===== src/rtl/ring_osc_ctrl.sv =====
// Ring-oscillator frequency meter: enables the inverter chain, lets it settle,
// then counts synchronized ro_in rising edges over a fixed gate window.
module ring_osc_ctrl #(
  parameter int GATE_CYCLES   = 1000,
  parameter int SETTLE_CYCLES = 16,
  parameter int CNT_WIDTH     = 16
) (
  input  logic                 clk,
  input  logic                 rst,
  input  logic                 start,
  input  logic                 ro_in,
  output logic                 ro_en,
  output logic                 busy,
  output logic                 done,
  output logic [CNT_WIDTH-1:0] count,
  output logic                 overflow
);

  localparam int MAX_PH = (GATE_CYCLES > SETTLE_CYCLES) ? GATE_CYCLES : SETTLE_CYCLES;
  localparam int PH_W   = (MAX_PH > 1) ? $clog2(MAX_PH) : 1;
  localparam logic [PH_W-1:0]      SETTLE_LAST = PH_W'(SETTLE_CYCLES - 1);
  localparam logic [PH_W-1:0]      GATE_LAST   = PH_W'(GATE_CYCLES - 1);
  localparam logic [PH_W-1:0]      PH_ONE      = PH_W'(1);
  localparam logic [CNT_WIDTH-1:0] CNT_MAX     = '1;
  localparam logic [CNT_WIDTH-1:0] CNT_ONE     = CNT_WIDTH'(1);

  typedef enum logic [1:0] {IDLE, SETTLE, GATE, DONE} state_t;

  state_t               state, state_nxt;
  logic [PH_W-1:0]      ph, ph_nxt;
  logic                 sync_p0, sync_p1, prev_p2;
  logic                 pulse_p2;
  logic [CNT_WIDTH-1:0] edge_cnt, edge_cnt_nxt;
  logic                 sat, sat_nxt;
  logic                 load;

  // Returns {sat, count}; the counter sticks at all-ones and flags the lost edge.
  function automatic logic [CNT_WIDTH:0] sat_inc(input logic [CNT_WIDTH-1:0] cnt,
                                                 input logic sat_in);
    if (cnt == CNT_MAX) return {1'b1, cnt};
    return {sat_in, cnt + CNT_ONE};
  endfunction

  // Stage p0/p1: two-flop synchronizer; stage p2: rising-edge detector
  always_ff @(posedge clk) begin
    if (rst) begin
      sync_p0 <= 1'b0;
      sync_p1 <= 1'b0;
      prev_p2 <= 1'b0;
    end else begin
      sync_p0 <= ro_in;
      sync_p1 <= sync_p0;
      prev_p2 <= sync_p1;
    end
  end

  assign pulse_p2 = sync_p1 & ~prev_p2;

  always_comb begin
    state_nxt    = state;
    ph_nxt       = ph;
    edge_cnt_nxt = edge_cnt;
    sat_nxt      = sat;
    load         = 1'b0;
    ro_en        = 1'b0;
    busy         = 1'b0;
    done         = 1'b0;
    case (state)
      IDLE: begin
        if (start) begin
          state_nxt = SETTLE;
          ph_nxt    = '0;
        end
      end
      SETTLE: begin
        ro_en        = 1'b1;
        busy         = 1'b1;
        edge_cnt_nxt = '0;
        sat_nxt      = 1'b0;
        if (ph == SETTLE_LAST) begin
          state_nxt = GATE;
          ph_nxt    = '0;
        end else begin
          ph_nxt = ph + PH_ONE;
        end
      end
      GATE: begin
        ro_en = 1'b1;
        busy  = 1'b1;
        if (pulse_p2) {sat_nxt, edge_cnt_nxt} = sat_inc(edge_cnt, sat);
        // Result registers load on the way into DONE so they are valid with done.
        if (ph == GATE_LAST) begin
          state_nxt = DONE;
          ph_nxt    = '0;
          load      = 1'b1;
        end else begin
          ph_nxt = ph + PH_ONE;
        end
      end
      DONE: begin
        busy      = 1'b1;
        done      = 1'b1;
        state_nxt = IDLE;
      end
      default: state_nxt = IDLE;
    endcase
  end

  always_ff @(posedge clk) begin
    if (rst) begin
      state    <= IDLE;
      ph       <= '0;
      edge_cnt <= '0;
      sat      <= 1'b0;
      count    <= '0;
      overflow <= 1'b0;
    end else begin
      state    <= state_nxt;
      ph       <= ph_nxt;
      edge_cnt <= edge_cnt_nxt;
      sat      <= sat_nxt;
      if (load) begin
        count    <= edge_cnt_nxt;
        overflow <= sat_nxt;
      end
    end
  end

endmodule


===== config.mk =====
export PLATFORM = sky130hd
export DESIGN_NAME = ring_osc_ctrl
export DESIGN_NICKNAME = d
export VERILOG_FILES = /design/src/rtl/ring_osc_ctrl.sv
export SDC_FILE = /design/constraint.sdc
export NUM_CORES = 1
export LEC_CHECK = 0
export CAP_MARGIN = 20
export CORE_MARGIN = 4
export CORE_UTILIZATION = 35
export CTS_CLUSTER_DIAMETER = 80
export DETAILED_ROUTE_END_ITERATION = 12
export PLACE_DENSITY_LB_ADDON = 0.25
export SETUP_SLACK_MARGIN = 0.3
export SLEW_MARGIN = 10
export SYNTH_ARGS = -nofsm -noshare
export SYNTH_HDL_FRONTEND = slang
export SYNTH_SLANG_ARGS = --single-unit

===== constraint.sdc =====
create_clock -name clk -period 2.6 [get_ports clk]
set_clock_uncertainty 0.15 [all_clocks]
set_input_delay 0.39 -clock clk [delete_from_list [all_inputs] [get_ports clk]]
set_output_delay 0.39 -clock clk [all_outputs]
set_load 0.01 [all_outputs]

==> impl_metrics.yaml, run 1 <==
outcome:
  status: "completed"
global_routing:
  antenna_violations_before_repair: 0
  global_route_congestion_overflow_total: 0
  grt_util_all_layers: 0.132
  grt_pass1_wl_um: 8120
  first_global_vias: 1715
  grt_max_degree: 30
cts:
  numCtsBuffers: 5
  cts.sink_count: 49
  tritoncts: "done"
  cts.path.max_buffers: 2
  clkLatencyLatePin_ns: 0.31
  worst_setup_hold_path_clk_slew_ns: 0.09
  clock_tree.htree_level_count: 2
  cts_hold_buffers: 0
  cts-root-buf: "sky130_fd_sc_hd__clkbuf_8"
power:
  irDropWorstVdd_uv: 260
  power_switching_share: 0.307
  powerDensity_nw_per_um2: 623
  sequential_power_share: 0.466
  p_comb_frac: 0.247
  pwr-share-clk: 0.287
  power_leakage_nw: 0.932
  internal_power_mw: 1.19
  finalPower_mw: 1.71
  netSwitchingPower_uw: 525
critical_path:
  timing.critical_path.slowest_cell_delay_ns: 0.37
  worst-r2r-cell-count: 7
  cp_num_buf_inv: 1
  worstSetupStartpoint: "state[1]$_SDFFE_PP0P_"
  worstPathRequired_ns: 2.68
  critPathMaxFanout: 9
  worst_setup_path_start_kind: "register"
  regToRegStartpoint: "state[1]$_SDFFE_PP0P_"
  r2r_setup_slack_ns: 0.47
  regToRegEndpoint: "count[14]$_SDFFE_PP0P_"
  worstSetupEndpointType: "register"
  crit_chain: "inv_1, ha_4, nand3b_4, nor4_2, nand3_1, o311a_1, a211oi_1"
  cp_top_family: "simple AND/OR/NAND/NOR gates"
  critical_path_class: "reg2reg"
  endpoint: "count[14]$_SDFFE_PP0P_"
  critical_path_arrival_ns: 2.20
  path_depth: 7
  critical-path-slowest-cell: "sky130_fd_sc_hd__dfxtp_2"
routing:
  post-route-drc-count: 0
  overall_routed_net_length_um: 4750
  drt_iter0_drc: 86
  avgRoutedWirePerCell_um: 13.4
  vias: 1802
  routed_via_density: 5.09
  drt_pre_antenna_iters: 4
  detail-route-antenna-nets: 0
layout:
  diodes_inserted: 0
  final_net_count: 288
  layout-area-overhead-vs-synth_pct: 20.0
  share_of_layout_cells_above_drive_strength_1: 0.119
logic_synthesis:
  synth.distinct_cells: 49
  synth.area.top_cells: "sky130_fd_sc_hd__dfxtp_1, sky130_fd_sc_hd__nor2_1, sky130_fd_sc_hd__xnor2_1"
  number_of_synthesized_flops_with_an_enable_pin: 0
  async_reset_ff_frac: 0
  post-synth-top-count-cell: "sky130_fd_sc_hd__dfxtp_1"
  postSynthAreaPerCell_um2: 9.21
  synth_area_um2: 2290
  syn-instance-count: 249
  synth_seq_area_share: 0.428
  post-synth-top-area-fraction: 0.428
  synthesis.nets: 261
  synth_ff_type: "sky130_fd_sc_hd__dfxtp_1"
  number_of_warnings_reported_in_the_yosys_synthesis_log: 0
  yosys_register_bits: 49
  synth_commonest_cells: "sky130_fd_sc_hd__dfxtp_1, sky130_fd_sc_hd__nor2_1, sky130_fd_sc_hd__nand3_1"
  synthDominantAreaCellType: "sky130_fd_sc_hd__dfxtp_1"
floorplanning:
  die_w_um: 88.9
  core_area_um2: 6350
  floorplan_die_area_um2: 7910
  initial_core_util: 0.361
  die_height_um: 88.9
  num_rows: 29
  io_pins: 24
timing:
  max_slew_margin: 0.626
  max_clock_freq_mhz: 470
  finalSetupTns_ns: 0
  final_hold_viol_count: 0
  worst_pin_slew_ns: 0.555
  layout_worst_path_cycle_share: 0.818
  final-max-slew-violation-count: 0
  period_minus_slack_ns: 2.13
  finalSetupViolCount: 0
  setup_repair_after_global_routing_missed_its_margin: "false"
placed_design:
  buffer_ports.inserted: 23
  finalWeightedCongestion: 0.817
  dp.final_hpwl_um: 3580
job:
  max_cap_violations: 0
worst_hold_path:
  holdCritStartpoint: "sync_p0$_SDFF_PP0_"
  min_delay_path_depth: 1
  hold_path_class: "reg2reg"
metrics by stage:
step	area, µm²	std cells	setup slack (ns)	hold WS [ns]	util
5_1_grt	2750	354	0.304	0.322	0.433
6_report	2750	354	0.474	0.294	0.433
3_3_place_gp	2620	345	0.413	0.273	0.413
2_1_floorplan	2290	249	0.355	0.264	-
4_1_cts	2720	353	0.388	0.296	0.429
3_5_place_dp	2620	345	0.336	0.276	0.413
per-layer routing:
metal  GRT usage  vias up  part of all wire
li1            -      933                 -
met1       0.182      830              0.51
met2       0.202       32              0.44
met3      0.0221        7             0.030
met4      0.0618        0             0.021
met5           0        -                 0
layout make-up:
type,instances,area (µm²)
Clock inverter,1,5.00
Tap cell,77,96.3
Timing Repair Buffer,29,274
Clock buffer,7,96.3
Inverter,6,22.5
Sequential cell,49,983
Fill cell,623,3600
Multi-Input combinational cell,185,1270
logic make-up (layout without fill, tap and decap cells):
logic type / count (synthesis) / in the layout / share of synthesized area
buf+inv: 15 / 43 / 0.0251
fa+ha+maj: 8 / 8 / 0.0437
simple gates: 119 / 119 / 0.303
xor+xnor: 17 / 17 / 0.0650
mux: 4 / 4 / 0.0180
flops: 49 / 49 / 0.428
compound gates: 37 / 37 / 0.117
power by group through the flow:
stage | logic (mW) | clock network, mW | registers [mW]
2_1_floorplan | 0.275 | 0 | 0.808
3_3_place_gp | 0.412 | 0 | 0.811
3_5_place_dp | 0.425 | 0 | 0.814
4_1_cts | 0.416 | 0.509 | 0.799
5_1_grt | 0.473 | 0.542 | 0.804
6_report | 0.423 | 0.492 | 0.798
worst register-to-register path, cell delays in order, from the launching register on:
cell and delay, ns:
sky130_fd_sc_hd__dfxtp_2 0.37, sky130_fd_sc_hd__inv_1 0.10, sky130_fd_sc_hd__ha_4 0.29, sky130_fd_sc_hd__nand3b_4 0.13, sky130_fd_sc_hd__nor4_2 0.34, sky130_fd_sc_hd__nand3_1 0.12
sky130_fd_sc_hd__o311a_1 0.32, sky130_fd_sc_hd__a211oi_1 0.22
worst min path at each step:
stage | end | slack (ns)
final | sync_p1$_SDFF_PP0_ | 0.29
after global routing | sync_p1$_SDFF_PP0_ | 0.32
after CTS | sync_p1$_SDFF_PP0_ | 0.30
after detailed placement | sync_p1$_SDFF_PP0_ | 0.28
after global placement | sync_p1$_SDFF_PP0_ | 0.27
after floorplan | sync_p1$_SDFF_PP0_ | 0.26
flip-flops by register name, indices dropped and copies added, names as in the netlist:
signal,count
count,16
edge_cnt,16
ph,10
state,2
overflow,1
prev_p2,1
sat,1
sync_p0,1
sync_p1,1
repair_timing:
| item | CTS | global route |
|---|---|---|
| endpoints found under the hold margin | 0 | 0 |
| pin swaps | 0 | 2 |
| resized for setup | 3 | 2 |
| endpoints found under the setup margin | 1 | 4 |
| cloned | 0 | 0 |
| buffers inserted | 0 | 1 |
placed cells by master, fill, tap and decap left out, types with 3 or more instances in the layout:
cell,instances
sky130_fd_sc_hd__nand3_1,15
sky130_fd_sc_hd__nand2_1,14
sky130_fd_sc_hd__buf_4,6
sky130_fd_sc_hd__nor2b_1,6
sky130_fd_sc_hd__mux2i_1,3
sky130_fd_sc_hd__nand2b_1,3
sky130_fd_sc_hd__nor2_1,41
sky130_fd_sc_hd__or4_1,3
sky130_fd_sc_hd__o21ai_1,4
sky130_fd_sc_hd__dfxtp_1,47
sky130_fd_sc_hd__ha_1,7
sky130_fd_sc_hd__nor3_1,7
sky130_fd_sc_hd__nand3b_1,7
sky130_fd_sc_hd__xor2_1,3
sky130_fd_sc_hd__nor4_1,3
sky130_fd_sc_hd__a21oi_1,6
sky130_fd_sc_hd__clkbuf_8,7
sky130_fd_sc_hd__a211oi_1,12
sky130_fd_sc_hd__xnor2_1,14
sky130_fd_sc_hd__inv_1,6
sky130_fd_sc_hd__clkdlybuf4s50_1,22
Power figures use the tool's default switching activity.
==> run 2, diff against run 1 <==
Clock period 2.6 ns to 1.94 ns, I/O delays scaled along.
==> impl_metrics.yaml, run 2 (synthesis results as in run 1) <==
power:
  internal_power_mw: 1.80
  powerDensity_nw_per_um2: 701
  p_comb_frac: 0.381
  irDropWorstVdd_uv: 535
  power_switching_share: 0.328
  power_leakage_nw: 1.60
  pwr-share-clk: 0.227
  netSwitchingPower_uw: 877
  sequential_power_share: 0.392
critical_path:
  regToRegStartpoint: "edge_cnt[10]$_SDFF_PP0_"
  worst_setup_path_start_kind: "register"
  critical_path_arrival_ns: 2.07
  worstSetupEndpointType: "register"
  critPathMaxFanout: 4
  critical_path_class: "reg2reg"
  worstSetupStartpoint: "edge_cnt[10]$_SDFF_PP0_"
  worstPathRequired_ns: 1.99
layout:
  biggestRegsByFlops: "count (16), edge_cnt (16), ph (10)"
  post-route-util: 0.601
  final_net_count: 351
  diodes_inserted: 0
  multi_input_gate_area_in_the_final_layout_um2: 1710
  mostFrequentLayoutCells: "sky130_fd_sc_hd__buf_4, sky130_fd_sc_hd__nor2_1, sky130_fd_sc_hd__dfxtp_1, sky130_fd_sc_hd__nand2_1, sky130_fd_sc_hd__buf_6"
  commonest_non_fill_non_tap_cell_in_the_layout: "sky130_fd_sc_hd__buf_4"
  share_of_layout_cells_above_drive_strength_1: 0.518
  post_layout_nonfiller_instances: 417
  register_area_um2: 1020
  num-fill-cells: 503
  layout-area-overhead-vs-synth_pct: 66.6
outcome:
  status: "finished, violations left"
  failing_checks: "setup timing"
cts:
  tritoncts: "done"
  cts.path.max_buffers: 2
  cts.sink_count: 49
  worst_setup_hold_path_clk_slew_ns: 0.09
  cts-root-buf: "sky130_fd_sc_hd__clkbuf_8"
  clkLatencyLatePin_ns: 0.31
  numCtsBuffers: 5
  clock_tree.htree_level_count: 2
  cts_hold_buffers: 0
routing:
  vias: 2136
  drt_pre_antenna_iters: 4
  overall_routed_net_length_um: 6850
  avgRoutedWirePerCell_um: 16.4
  post-route-drc-count: 0
  detail-route-antenna-nets: 0
  routed_via_density: 5.12
  drt_iter0_drc: 56
placed_design:
  dp_cells: 372
  buffer_ports.inserted: 23
  dp.final_hpwl_um: 3830
  finalWeightedCongestion: 0.909
job:
  max_cap_violations: 0
global_routing:
  grt_max_degree: 30
  global_route_congestion_overflow_total: 0
  first_global_vias: 2135
  grt_util_all_layers: 0.175
  grt_pass1_wl_um: 10600
  antenna_violations_before_repair: 0
timing:
  final_hold_viol_count: 0
  final-max-slew-violation-count: 0
  finalSetupViolCount: 2
  setup_repair_after_global_routing_missed_its_margin: "true"
  worst_pin_slew_ns: 0.332
  layout_worst_path_cycle_share: 1.04
  period_minus_slack_ns: 2.02
  max_slew_margin: 0.777
  max_clock_freq_mhz: 494
  worst_slack_ns: -0.0839
floorplanning:
  die_height_um: 88.9
  floorplan_die_area_um2: 7910
  core_area_um2: 6350
  io_pins: 24
  initial_core_util: 0.361
  die_w_um: 88.9
  num_rows: 29
worst_hold_path:
  hold_path_class: "reg2reg"
  holdCritStartpoint: "sync_p0$_SDFF_PP0_"
## run 2: cell types whose count changed in the layout (fill, tap and decap cells not counted), sizes merged
cell           delta
clkinv            +1
buf              +65
inv               +1
clkdlybuf4s50    -19
clkbuf            -1
dlymetal6s2s     +10
dlygate4sd2       +6
## run 2: through the flow
step	total power [mW]	hold WS, ns	setup WS (ns)	TNS [ns]	instance area (µm²)
floorplan	1.53	0.264	0.000845	0	2430
global placement	1.81	0.272	-0.0469	-0.0488	2970
detailed placement	1.81	0.274	-0.0323	-0.0368	2970
CTS	2.58	0.296	-0.0195	-0.0379	3550
global route	2.83	0.319	-0.127	-0.632	3820
finish	2.68	0.295	-0.0839	-0.134	3820
## run 2: final timing paths
check	slack (ns)	cells after the start	end
min reg2reg	0.30	1	sync_p1$_SDFF_PP0_
max reg2reg	-0.08	5	count[14]$_SDFFE_PP0P_
min	0.30	1	sync_p1$_SDFF_PP0_
max	-0.08	5	count[14]$_SDFFE_PP0P_
## run 2: timing repair
action                     in CTS  in global routing
pin swaps                      30                 35
buffers inserted               21                 13
gates cloned                    3                  0
gates resized for setup        81                 45
setup endpoints to repair      54                 59
## run 2: power groups by stage
stage	logic, mW	registers [mW]	clock network (mW)
after floorplan	0.436	1.09	0
after global placement	0.729	1.08	0
after detailed placement	0.734	1.08	0
after CTS	0.904	1.06	0.622
after global routing	1.10	1.05	0.680
final	1.02	1.05	0.608
## run 2: critical path: stages (launching register included)
cell                       delay [ns]
sky130_fd_sc_hd__dfxtp_1         0.43
sky130_fd_sc_hd__nand2_2         0.18
sky130_fd_sc_hd__or4_4           0.48
sky130_fd_sc_hd__o311ai_2        0.30
sky130_fd_sc_hd__o311a_1         0.30
sky130_fd_sc_hd__a211oi_2        0.09
## run 2: routing by layer
layer  GRT usage  wire length, µm  share of wire  vias to the layer above
met5           0                0              0                        -
met4      0.0646              114          0.017                        0
met3      0.0304              178          0.026                        9
met2       0.283             3530           0.51                       30
met1       0.233             3030           0.44                     1028
li1            -                -              -                     1069
## run 2: area by class of cell
cell class                 instances  area share
multi-input combinational        185       0.448
timing repair buffer              92       0.231
clock inverter                     3     0.00426
clock buffer                       5      0.0180
tap                               77      0.0252
inverter                           6     0.00590
sequential                        49       0.268
==> run 3, diff against run 2 <==
Settings changed: CTS_BUF_LIST set to sky130_fd_sc_hd__clkbuf_4 sky130_fd_sc_hd__clkbuf_8 sky130_fd_sc_hd__clkbuf_16.
==> results of run 3 <==
Same layout as run 2: the final DEF is identical, and so are final timing and power.
